[src/rtl/module_evento_boton_pkg.sv]
// pkg_boton: shared FSM state type and press-count width for the button event decoder
package pkg_boton;
  typedef enum logic [1:0] {IDLE, PRESSED, HOLD} estado_boton_t;
  localparam int PRESS_CNT_W = 8;
endpackage

[src/rtl/module_evento_boton_contador.sv]
// module_contador_hold: hold counter (clk_i, reset_ni, clr_i, en_i, sel_long_i -> cnt_o, tc_o at LONG-1 or REPEAT-1)
module module_contador_hold
  import pkg_boton::*;
#(
  parameter int LONG_CYCLES   = 8,
  parameter int REPEAT_CYCLES = 4,
  parameter int CNT_W         = 3
) (
  input  logic             clk_i,
  input  logic             reset_ni,
  input  logic             clr_i,
  input  logic             en_i,
  input  logic             sel_long_i,
  output logic [CNT_W-1:0] cnt_o,
  output logic             tc_o
);
  logic [CNT_W-1:0] cnt_q, cnt_d, lim;
  always_comb begin
    cnt_d = clr_i ? '0 : en_i ? cnt_q + 1'b1 : cnt_q;
    lim   = sel_long_i ? CNT_W'(LONG_CYCLES - 1) : CNT_W'(REPEAT_CYCLES - 1);
  end
  always_ff @(posedge clk_i or negedge reset_ni)
    if (!reset_ni) cnt_q <= '0;
    else cnt_q <= cnt_d;
  assign cnt_o = cnt_q;
  assign tc_o  = cnt_q == lim;
endmodule

[src/rtl/module_evento_boton.sv]
// module_evento_boton: debounced level -> press/release/long/repeat pulses, held flag, wrapping press count
module module_evento_boton
  import pkg_boton::*;
#(
  parameter int LONG_CYCLES   = 50_000_000,
  parameter int REPEAT_CYCLES = 10_000_000
) (
  input  logic                   clk_i,
  input  logic                   reset_ni,
  input  logic                   btn_db_i,
  output logic                   press_o,
  output logic                   release_o,
  output logic                   long_press_o,
  output logic                   repeat_o,
  output logic                   held_o,
  output logic [PRESS_CNT_W-1:0] press_count_o
);
  localparam int CNT_W = $clog2(LONG_CYCLES > REPEAT_CYCLES ? LONG_CYCLES : REPEAT_CYCLES);
  estado_boton_t          state_q;
  logic                   press_q, release_q, long_q, repeat_q, held_q, tc;
  logic [PRESS_CNT_W-1:0] count_q;
  logic [CNT_W-1:0]       cnt;
  module_contador_hold #(
    .LONG_CYCLES  (LONG_CYCLES),
    .REPEAT_CYCLES(REPEAT_CYCLES),
    .CNT_W        (CNT_W)
  ) u_cnt (
    .clk_i     (clk_i),
    .reset_ni  (reset_ni),
    .clr_i     (state_q == IDLE || !btn_db_i || tc),
    .en_i      (state_q != IDLE),
    .sel_long_i(state_q == PRESSED),
    .cnt_o     (cnt),
    .tc_o      (tc)
  );
  always_ff @(posedge clk_i or negedge reset_ni)
    if (!reset_ni) begin
      state_q   <= IDLE;
      held_q    <= 1'b0;
      press_q   <= 1'b0;
      release_q <= 1'b0;
      long_q    <= 1'b0;
      repeat_q  <= 1'b0;
      count_q   <= '0;
    end else begin
      press_q   <= 1'b0;
      release_q <= 1'b0;
      long_q    <= 1'b0;
      repeat_q  <= 1'b0;
      case (state_q)
        IDLE:
          if (btn_db_i) begin
            state_q <= PRESSED;
            held_q  <= 1'b1;
            press_q <= 1'b1;
            count_q <= count_q + 1'b1;
          end
        PRESSED:
          if (!btn_db_i) begin
            state_q   <= IDLE;
            held_q    <= 1'b0;
            release_q <= 1'b1;
          end else if (tc) begin
            state_q <= HOLD;
            long_q  <= 1'b1;
          end
        HOLD:
          if (!btn_db_i) begin
            state_q   <= IDLE;
            held_q    <= 1'b0;
            release_q <= 1'b1;
          end else if (tc) repeat_q <= 1'b1;
        default: begin
          state_q <= IDLE;
          held_q  <= 1'b0;
        end
      endcase
    end
  assign press_o       = press_q;
  assign release_o     = release_q;
  assign long_press_o  = long_q;
  assign repeat_o      = repeat_q;
  assign held_o        = held_q;
  assign press_count_o = count_q;
endmodule

[config.mk]
export PLATFORM = sky130hd
export DESIGN_NAME = module_evento_boton
export DESIGN_NICKNAME = d
export VERILOG_FILES = /design/src/rtl/module_evento_boton_pkg.sv /design/src/rtl/module_evento_boton_contador.sv /design/src/rtl/module_evento_boton.sv
export SDC_FILE = /design/constraint.sdc
export NUM_CORES = 1
export LEC_CHECK = 0
export CORE_ASPECT_RATIO = 1.25
export CORE_MARGIN = 3
export CORE_UTILIZATION = 30
export DETAILED_ROUTE_END_ITERATION = 8
export PLACE_DENSITY_LB_ADDON = 0.3
export SLEW_MARGIN = 20
export SYNTH_ARGS = -nofsm -noshare
export SYNTH_HDL_FRONTEND = slang
export SYNTH_SLANG_ARGS = --single-unit
[constraint.sdc]
create_clock -name clk_i -period 6.4 [get_ports clk_i]
set_clock_uncertainty 0.2 [all_clocks]
set_input_delay 0.64 -clock clk_i [delete_from_list [all_inputs] [get_ports clk_i]]
set_output_delay 0.64 -clock clk_i [all_outputs]
set_load 0.005 [all_outputs]
=== Word level (Yosys, flattened, before mapping) ===
Index checks and enable logic that the tools add are counted.

* Memory bits (writable): 0
* Memories kept: 0
* Memory bits (read-only): 0
* Latch bits: 0
* Register bits: 41

* Shift-type cells: 0
* Equality and inequality tests: 7
* Multiplexer cells: 19
* $lt $le $gt $ge: 0
* Reduce and logical (&&, ||, !) cells: 10
* Bitwise operators: 0
* Multiply operators: 0
* Div/mod/pow operators: 0
* $add $sub $neg: 2

{| class="wikitable"
|+ Operators by type and width
! kind !! count
|-
| $mux W26 || 3
|-
| $add A26 B1 Y26 const B || 1
|-
| $eq A26 B26 Y1 || 1
|-
| $mux W1 || 10
|-
| $add A8 B1 Y8 const B || 1
|-
| $mux W2 || 4
|-
| $ne A2 B2 Y1 const B || 3
|-
| $pmux W2 S3 || 1
|-
| $reduce_and A2 Y1 || 2
|-
| $reduce_bool A2 Y1 || 2
|-
| $ne A3 B3 Y1 const B || 1
|-
| $reduce_and A3 Y1 || 1
|-
| $eq A2 B1 Y1 const B || 1
|-
| $eq A2 B2 Y1 const B || 1
|-
| $logic_not A2 Y1 || 1
|-
| $logic_or A1 B1 Y1 || 2
|-
| $pmux W1 S2 || 1
|-
| $reduce_or A2 Y1 || 1
|-
| $logic_not A1 Y1 || 1
|}

=== Depth between registers and ports, before layout ===
Gate-level depths: netlist (run 1).

* Depth after elaboration: 6
* Gate-level depth with buffers: 9
* Gate-level depth less buffers: 7

=== By module ===
Synthesis (run 1) repeated with hierarchy kept, for this count alone.

* Cell total of the unflattened synthesis: 210
* Area, all modules: 2205.9 um2

{| class="wikitable"
|+ Modules (own cells, without submodules)
! module !! instances !! cells each !! area an instance (um2)
|-
| module_contador_hold || 1 || 153 || 1492.7
|-
| module_evento_boton || 1 || 57 || 713.2
|}

=== Worst setup path before layout (run 1) ===
No wires, ideal clock.

* Path type: register to register
* From: register state_q[1]
* To: register u_cnt.cnt_q[3] (netlist: u_cnt.cnt_o[3])
* Path buffers: 2
* Slack: 4.144 ns
* Library setup time: 0.119 ns
* Stages on the path, launching flop included: 10
* Arrival: 1.938 ns
* Cell sequence: dfrtp_1 > inv_1 > ha_1 > or4_2 > mux2i_1 > o2111a_2 > or3b_1 > buf_6 > buf_8 > nor2_1

* Longest elaborated chain between the ends: 5

{| class="wikitable"
|+ Ends and longest elaborated chain
! what !! RTL line !! RTL
|-
| start: declaration || module_evento_boton.sv:19 || <nowiki>estado_boton_t state_q;</nowiki>
|-
| start signal: assignment || module_evento_boton.sv:38 || <nowiki>state_q <= IDLE;</nowiki>
|-
| start signal: assignment || module_evento_boton.sv:53 || <nowiki>state_q <= PRESSED;</nowiki>
|-
| start signal: assignment || module_evento_boton.sv:60 || <nowiki>state_q <= IDLE;</nowiki>
|-
| $eq A2 B1 Y1 || module_evento_boton.sv:32 || <nowiki>.sel_long_i(state_q == PRESSED),</nowiki>
|-
| $mux W26 || module_evento_boton_contador.sv:20 || <nowiki>lim = sel_long_i ? CNT_W'(LONG_CYCLES - 1) : CNT_W'(REPEAT_CYCLES - 1);</nowiki>
|-
| $eq A26 B26 Y1 || module_evento_boton_contador.sv:26 || <nowiki>assign tc_o = cnt_q == lim;</nowiki>
|-
| $logic_or A1 B1 Y1 || module_evento_boton.sv:30 || <nowiki>.clr_i (state_q == IDLE || !btn_db_i || tc),</nowiki>
|-
| $mux W26 or $reduce_bool A2 Y1 (tied branches) || - ||
|-
| end signal: assignment || module_evento_boton_contador.sv:24 || <nowiki>else cnt_q <= cnt_d;</nowiki>
|-
| end: declaration || module_evento_boton_contador.sv:17 || <nowiki>logic [CNT_W-1:0] cnt_q, cnt_d, lim;</nowiki>
|}

Several ways; a longest one is shown, not always the timed one.
A chain may end at the register's enable or synchronous reset.

=== Worst setup path after layout (run 1) ===
* From: register state_q[1]
* To: register u_cnt.cnt_q[13] (netlist: u_cnt.cnt_o[13])

The elaborated chain is that of the path after synthesis.

==> impl_metrics.env, run 1 <==
export IMPL_status="finished clean"
export IMPL_die_area_mm2=0.00767
export IMPL_core_area_mm2=0.00633
export IMPL_die_h_um=97.2
export IMPL_area_growth_syn_to_layout_pct=15.0
export IMPL_reg2regPathDepth=7
export IMPL_final_antenna_net_count=0
export IMPL_holdPathStages=1
export IMPL_grtUsageTotal_pct=10.9
export IMPL_routed_via_count=1379
export IMPL_synthesis_nets=201
export IMPL_synth_seq_cells=41
export IMPL_wl_per_cell_um=12.6
export IMPL_finalHoldViolCount=0
export IMPL_path_clk_slew_ns=0.08
export IMPL_startpoint_type="flip-flop"
export IMPL_rsz0062_at_grt="false"
export IMPL_drive_above_1_share_pct=7.14
export IMPL_synth_top_cell_by_area="dfrtp_1"
export IMPL_worstPathRequired_ns=6.34
export IMPL_synth_cell_type_count=33
export IMPL_portBuffers=15
export IMPL_cts_hold_buf=0
export IMPL_r2r_end="u_cnt.cnt_o[13]"
export IMPL_crit_chain="inv_1 > ha_1 > or4_2 > mux2i_1 > o2111a_2 > or3b_1 > nor2_1"
export IMPL_clk_latency_ns=0.29
export IMPL_arrival_ns=2.83
export IMPL_synth_area_leaders="dfrtp_1 (51%), xor2_1 (9.2%), nor2_1 (6.0%), xnor2_1 (4.4%), nand4_1 (4.1%)"
export IMPL_cts_sinks=41
export IMPL_grt_pass1_vias=1358
export IMPL_hpwlAfterDp_um=2550
export IMPL_syn_inst=193
export IMPL_clockBufferDepth=2
export IMPL_cpPeakStageDelay_ns=0.69
export IMPL_yosysWarnings=0
export IMPL_seq_area_frac_synth_pct=51.4
export IMPL_setup_viol=0
export IMPL_fmax_ghz=0.345
export IMPL_max_slew_worst_pin_slew_ns=0.924
export IMPL_grt_first_pass_wirelength_um=6690
export IMPL_fin_crit_ns=2.90
export IMPL_cp_max_fo=25
export IMPL_synth_top_cell_area_share_pct=51.4
export IMPL_avgSynthCellArea_um2=10.3
export IMPL_min_to="press_count_o[7]"
export IMPL_routed_wl_um=3730
export IMPL_worst_slack_ns=3.50
export IMPL_drc=0
export IMPL_grt_max_degree=42
export IMPL_htreeDepth=2
export IMPL_slew_headroom_pct=38.4
export IMPL_post_cts_buffers=0
export IMPL_endpoint_kind="flip-flop"
export IMPL_min_from="press_count_o[7]"
export IMPL_worstSetupPathType="flip-flop to flip-flop"
export IMPL_insertedDiodeCount=0
export IMPL_gp_congestion=0.782
export IMPL_r2r_slack_ns=3.50
export IMPL_die_x_um=78.9
export IMPL_first_iter_violations=65
export IMPL_fin_nets=218
export IMPL_n_fill_cell=673
export IMPL_firstDrtPassIters=4
export IMPL_slew_viol_final=0
export IMPL_multi_input_area_um2=900
export IMPL_cap_violations=0
export IMPL_vias_per_cell=4.67
export IMPL_cts_root_buf="clkbuf_8"
export IMPL_dp_worst_setup_slack_ns=3.51
export IMPL_r2r_start="state_q[1]"
export IMPL_slowest_stage="or3b_1"
export IMPL_leakagePower_nw=0.941
export IMPL_cts_resized=0
export IMPL_overflow=0
export IMPL_regArea_mm2=0.00103
export IMPL_cts_tree="done"
export IMPL_tns_ns=0
export IMPL_initial_utilization_pct=31.5
export IMPL_min_path_type="flip-flop to flip-flop"
export IMPL_boundaryPins=16
export IMPL_rows=32
export IMPL_synthesis_area_mm2=0.00199
export IMPL_cts_buffers=5
export IMPL_fin_crit_sh_pct=45.2
export IMPL_antenna_found_initial=0
export IMPL_p_per_area_mw_per_mm2=288
export IMPL_ir_drop_uv=169
cell usage in the layout (no fill, tap or decap), types with 2 or more instances in the layout:
cell type / count
nor3_1: 2
o211ai_1: 3
clkbuf_8: 6
inv_1: 7
nor4_1: 4
mux2_2: 2
xnor2_1: 10
xor2_1: 21
nand2_1: 16
nand4_1: 13
dfrtp_1: 41
nand3_1: 9
ha_1: 5
and3_1: 4
and4_1: 3
clkdlybuf4s50_1: 14
nor2_1: 32
flip-flops by register name, summed over array words and instances (netlist names):
register / flops
u_cnt.cnt_o: 26
held_o: 1
long_press_o: 1
press_o: 1
repeat_o: 1
state_q: 2
press_count_o: 8
release_o: 1
worst max-delay path: cells and delay by family, from the launching register on:
family                   cells  cell delay (ns)
buffers and inverters        1             0.09
AND/OR/NAND/NOR              3             1.36
multiplexers                 1             0.18
AO/OA/AOI/OAI                1             0.28
flip-flops                   1             0.39
adder cells (fa/ha/maj)      1             0.24
final cells by class:
type | instances | share of cell area (%)
tap | 85 | 4.64
clock buffer | 6 | 3.60
sequential | 41 | 44.7
timing repair buffer | 15 | 6.33
multi-input combinational | 140 | 39.2
clock inverter | 1 | 0.327
inverter | 7 | 1.15
stage by stage:
step / power [mW] / util (%) / hold slack, ns / cells / area, µm²
2_1_floorplan: 0.427 / - / 0.144 / 193 / 1990
3_3_place_gp: 0.493 / 34.7 / 0.256 / 288 / 2200
3_5_place_dp: 0.494 / 34.8 / 0.257 / 288 / 2200
4_1_cts: 0.670 / 36.3 / 0.270 / 295 / 2290
5_1_grt: 0.703 / 36.3 / 0.288 / 295 / 2290
6_report: 0.660 / 36.3 / 0.268 / 295 / 2290
cells by family after synthesis:
| group | after synthesis | share of synthesized area (%) |
|---|---|---|
| AND/OR/NAND/NOR | 93 | 23.3 |
| flip-flops | 41 | 51.4 |
| adder cells (fa/ha/maj) | 5 | 3.14 |
| XOR/XNOR | 31 | 13.6 |
| buffers and inverters | 12 | 3.76 |
| AO/OA/AOI/OAI | 8 | 3.07 |
| multiplexers | 3 | 1.63 |
cells in the mapped netlist:
| cell | n |
|---|---|
| and2_1 | 1 |
| nor3_1 | 2 |
| a22o_1 | 1 |
| nand2_1 | 16 |
| nand3_1 | 9 |
| a21oi_1 | 1 |
| ha_1 | 5 |
| mux2_2 | 2 |
| and3_1 | 4 |
| nor3b_1 | 1 |
| or2b_1 | 1 |
| or2_2 | 1 |
| o21ai_0 | 1 |
| and4_1 | 3 |
| nand4_1 | 13 |
| nor4_1 | 5 |
| o211ai_1 | 3 |
| or3b_1 | 1 |
| buf_6 | 1 |
| buf_8 | 2 |
| xor2_1 | 21 |
| o21a_1 | 1 |
| dfrtp_1 | 41 |
| mux2i_1 | 1 |
| or4_2 | 1 |
| nor2b_1 | 1 |
| nor2_1 | 32 |
| and3_2 | 1 |
| inv_1 | 7 |
| clkbuf_1 | 2 |
| or4_1 | 1 |
| o2111a_2 | 1 |
| xnor2_1 | 10 |
routing by layer:
layer,wire [µm],track usage [%]
met4,75,4.37
met3,81,2.78
met5,0,0
met2,1790,16.9
met1,1780,14.5
worst max path at each step:
| stage | start | endpoint | cells after the start |
|---|---|---|---|
| 5_1_grt | state_q[1] | u_cnt.cnt_o[9] | 7 |
| 2_1_floorplan | state_q[1] | u_cnt.cnt_o[3] | 9 |
| 4_1_cts | state_q[1] | u_cnt.cnt_o[13] | 7 |
| 3_5_place_dp | state_q[1] | u_cnt.cnt_o[24] | 7 |
| 3_3_place_gp | state_q[1] | u_cnt.cnt_o[9] | 7 |
| 6_report | state_q[1] | u_cnt.cnt_o[13] | 7 |
report_power, final:
| part | internal, mW | switching (mW) |
|---|---|---|
| logic | 0.0892 | 0.0741 |
| clock network | 0.0853 | 0.0879 |
| registers | 0.291 | 0.0332 |
| total | 0.465 | 0.195 |
Power figures use the tool's default switching activity.
==> run 2, diff against run 1 <==
clock period = 3 ns   (was 6.4 ns; I/O delays follow)
==> impl_metrics.env, run 2 (synthesis gave the netlist of run 1 again) <==
export IMPL_clk_latency_ns=0.29
export IMPL_highest_layer="met4"
export IMPL_fmax_ghz=0.396
export IMPL_layout_commonest_cell="dfrtp_1"
export IMPL_grtUsageTotal_pct=10.5
export IMPL_rsz0062_at_grt="false"
export IMPL_p_per_area_mw_per_mm2=641
export IMPL_vias_per_cell=4.59
export IMPL_routed_via_count=1372
export IMPL_gp_congestion=0.784
export IMPL_cts_buffers=5
export IMPL_portBuffers=15
export IMPL_routedLengthMet1_um=1700
export IMPL_startpoint_type="flip-flop"
export IMPL_holdWs_ns=0.280
export IMPL_r2r_start="state_q[1]"
export IMPL_final_cell_mix="dfrtp_1 (41), nor2_1 (32), xor2_1 (21), nand2_1 (16), clkdlybuf4s50_1 (14)"
export IMPL_holdPathStages=1
export IMPL_status="finished clean"
export IMPL_min_to="press_count_o[7]"
export IMPL_cts_root_buf="clkbuf_8"
export IMPL_boundaryPins=16
export IMPL_first_iter_violations=26
export IMPL_drc=0
export IMPL_endpoint_kind="flip-flop"
export IMPL_wl_met3_um=84
export IMPL_fin_nets=221
export IMPL_htreeDepth=2
export IMPL_worstSetupPathType="flip-flop to flip-flop"
export IMPL_grt_first_pass_wirelength_um=6450
export IMPL_min_from="press_count_o[7]"
export IMPL_initial_utilization_pct=31.5
export IMPL_worstPathRequired_ns=2.97
export IMPL_cts_resized=0
export IMPL_overflow=0
export IMPL_finalHoldViolCount=0
export IMPL_cap_violations=0
export IMPL_leakagePower_nw=0.969
export IMPL_cts_sinks=41
export IMPL_area_growth_syn_to_layout_pct=17.4
export IMPL_slew_headroom_pct=37.9
export IMPL_reg2regPathDepth=8
export IMPL_min_path_type="flip-flop to flip-flop"
export IMPL_die_h_um=97.2
export IMPL_core_area_mm2=0.00633
export IMPL_n_fill_cell=679
export IMPL_firstDrtPassIters=4
export IMPL_grt_pass1_vias=1393
export IMPL_setup_viol=0
export IMPL_routed_wl_um=3600
export IMPL_wl_per_cell_um=12.0
export IMPL_cp_max_fo=25
export IMPL_r2r_end="u_cnt.cnt_o[12]"
export IMPL_final_antenna_net_count=0
export IMPL_r2r_slack_ns=0.48
export IMPL_slew_viol_final=0
export IMPL_arrival_ns=2.49
export IMPL_ir_drop_uv=395
export IMPL_die_x_um=78.9
export IMPL_cts_tree="done"
export IMPL_wl_met2_um=1730
export IMPL_hpwlAfterDp_um=2520
export IMPL_insertedDiodeCount=0
export IMPL_fin_crit_sh_pct=84.1
export IMPL_total_power_mw=1.50
export IMPL_utilization_pct=37.0
export IMPL_clockBufferDepth=2
export IMPL_grt_max_degree=42
export IMPL_fin_crit_ns=2.52
export IMPL_path_clk_slew_ns=0.08
export IMPL_tns_ns=0
export IMPL_drive_above_1_share_pct=7.94
export IMPL_max_slew_worst_pin_slew_ns=0.932
export IMPL_rows=32
export IMPL_die_area_mm2=0.00767
export IMPL_largest_reg_flops=26
export IMPL_antenna_found_initial=0
[run 2: area by class of cell]
cell class	instances	area, µm²	area share, %
clock buffer	6	82.6	3.53
clock inverter	2	37.5	1.60
inverter	7	26.3	1.12
multi-input combinational	140	893	38.1
sequential	41	1030	43.8
tap	85	106	4.54
timing repair buffer	18	170	7.26
[run 2: metrics by stage]
step	instance area [µm²]	worst slack, ns	cells
finish	2340	0.478	299
global placement	2210	0.538	290
global route	2340	0.257	299
detailed placement	2210	0.486	290
CTS	2340	0.469	299
floorplan	1990	0.744	193
[run 2: timing repair]
| action | CTS | global route |
|---|---|---|
| endpoints found under the hold margin | 41 | 0 |
| hold buffers | 1 | 0 |
| setup buffers | 0 | 0 |
[run 2: how the worst max path moves through the flow]
stage          startpoint         endpoint  slack [ns]  cells past startpoint
2_1_floorplan  state_q[1]   u_cnt.cnt_o[3]        0.74                      9
3_3_place_gp   state_q[1]  u_cnt.cnt_o[11]        0.54                      8
3_5_place_dp   state_q[1]  u_cnt.cnt_o[12]        0.49                      8
4_1_cts        state_q[1]  u_cnt.cnt_o[19]        0.47                      8
5_1_grt        state_q[1]  u_cnt.cnt_o[19]        0.26                      8
6_report       state_q[1]  u_cnt.cnt_o[12]        0.48                      8
[run 2: metal layers]
layer	track usage [%]	vias to the layer above
met2	16.5	10
met1	13.4	660
li1	-	697
met3	2.78	5
met4	5.16	0
met5	0	-
[run 2: power breakdown]
part | internal [mW] | switching (mW)
combinational | 0.196 | 0.158
sequential | 0.620 | 0.0684
clock | 0.270 | 0.189
[run 2: critical path, stage by stage, from the launching register on]
cell and delay (ns):
dfrtp_1 0.39, inv_1 0.09, ha_1 0.25, or4_2 0.55
mux2i_1 0.19, o2111a_2 0.28, or3b_1 0.11, buf_4 0.26
nor2_1 0.08
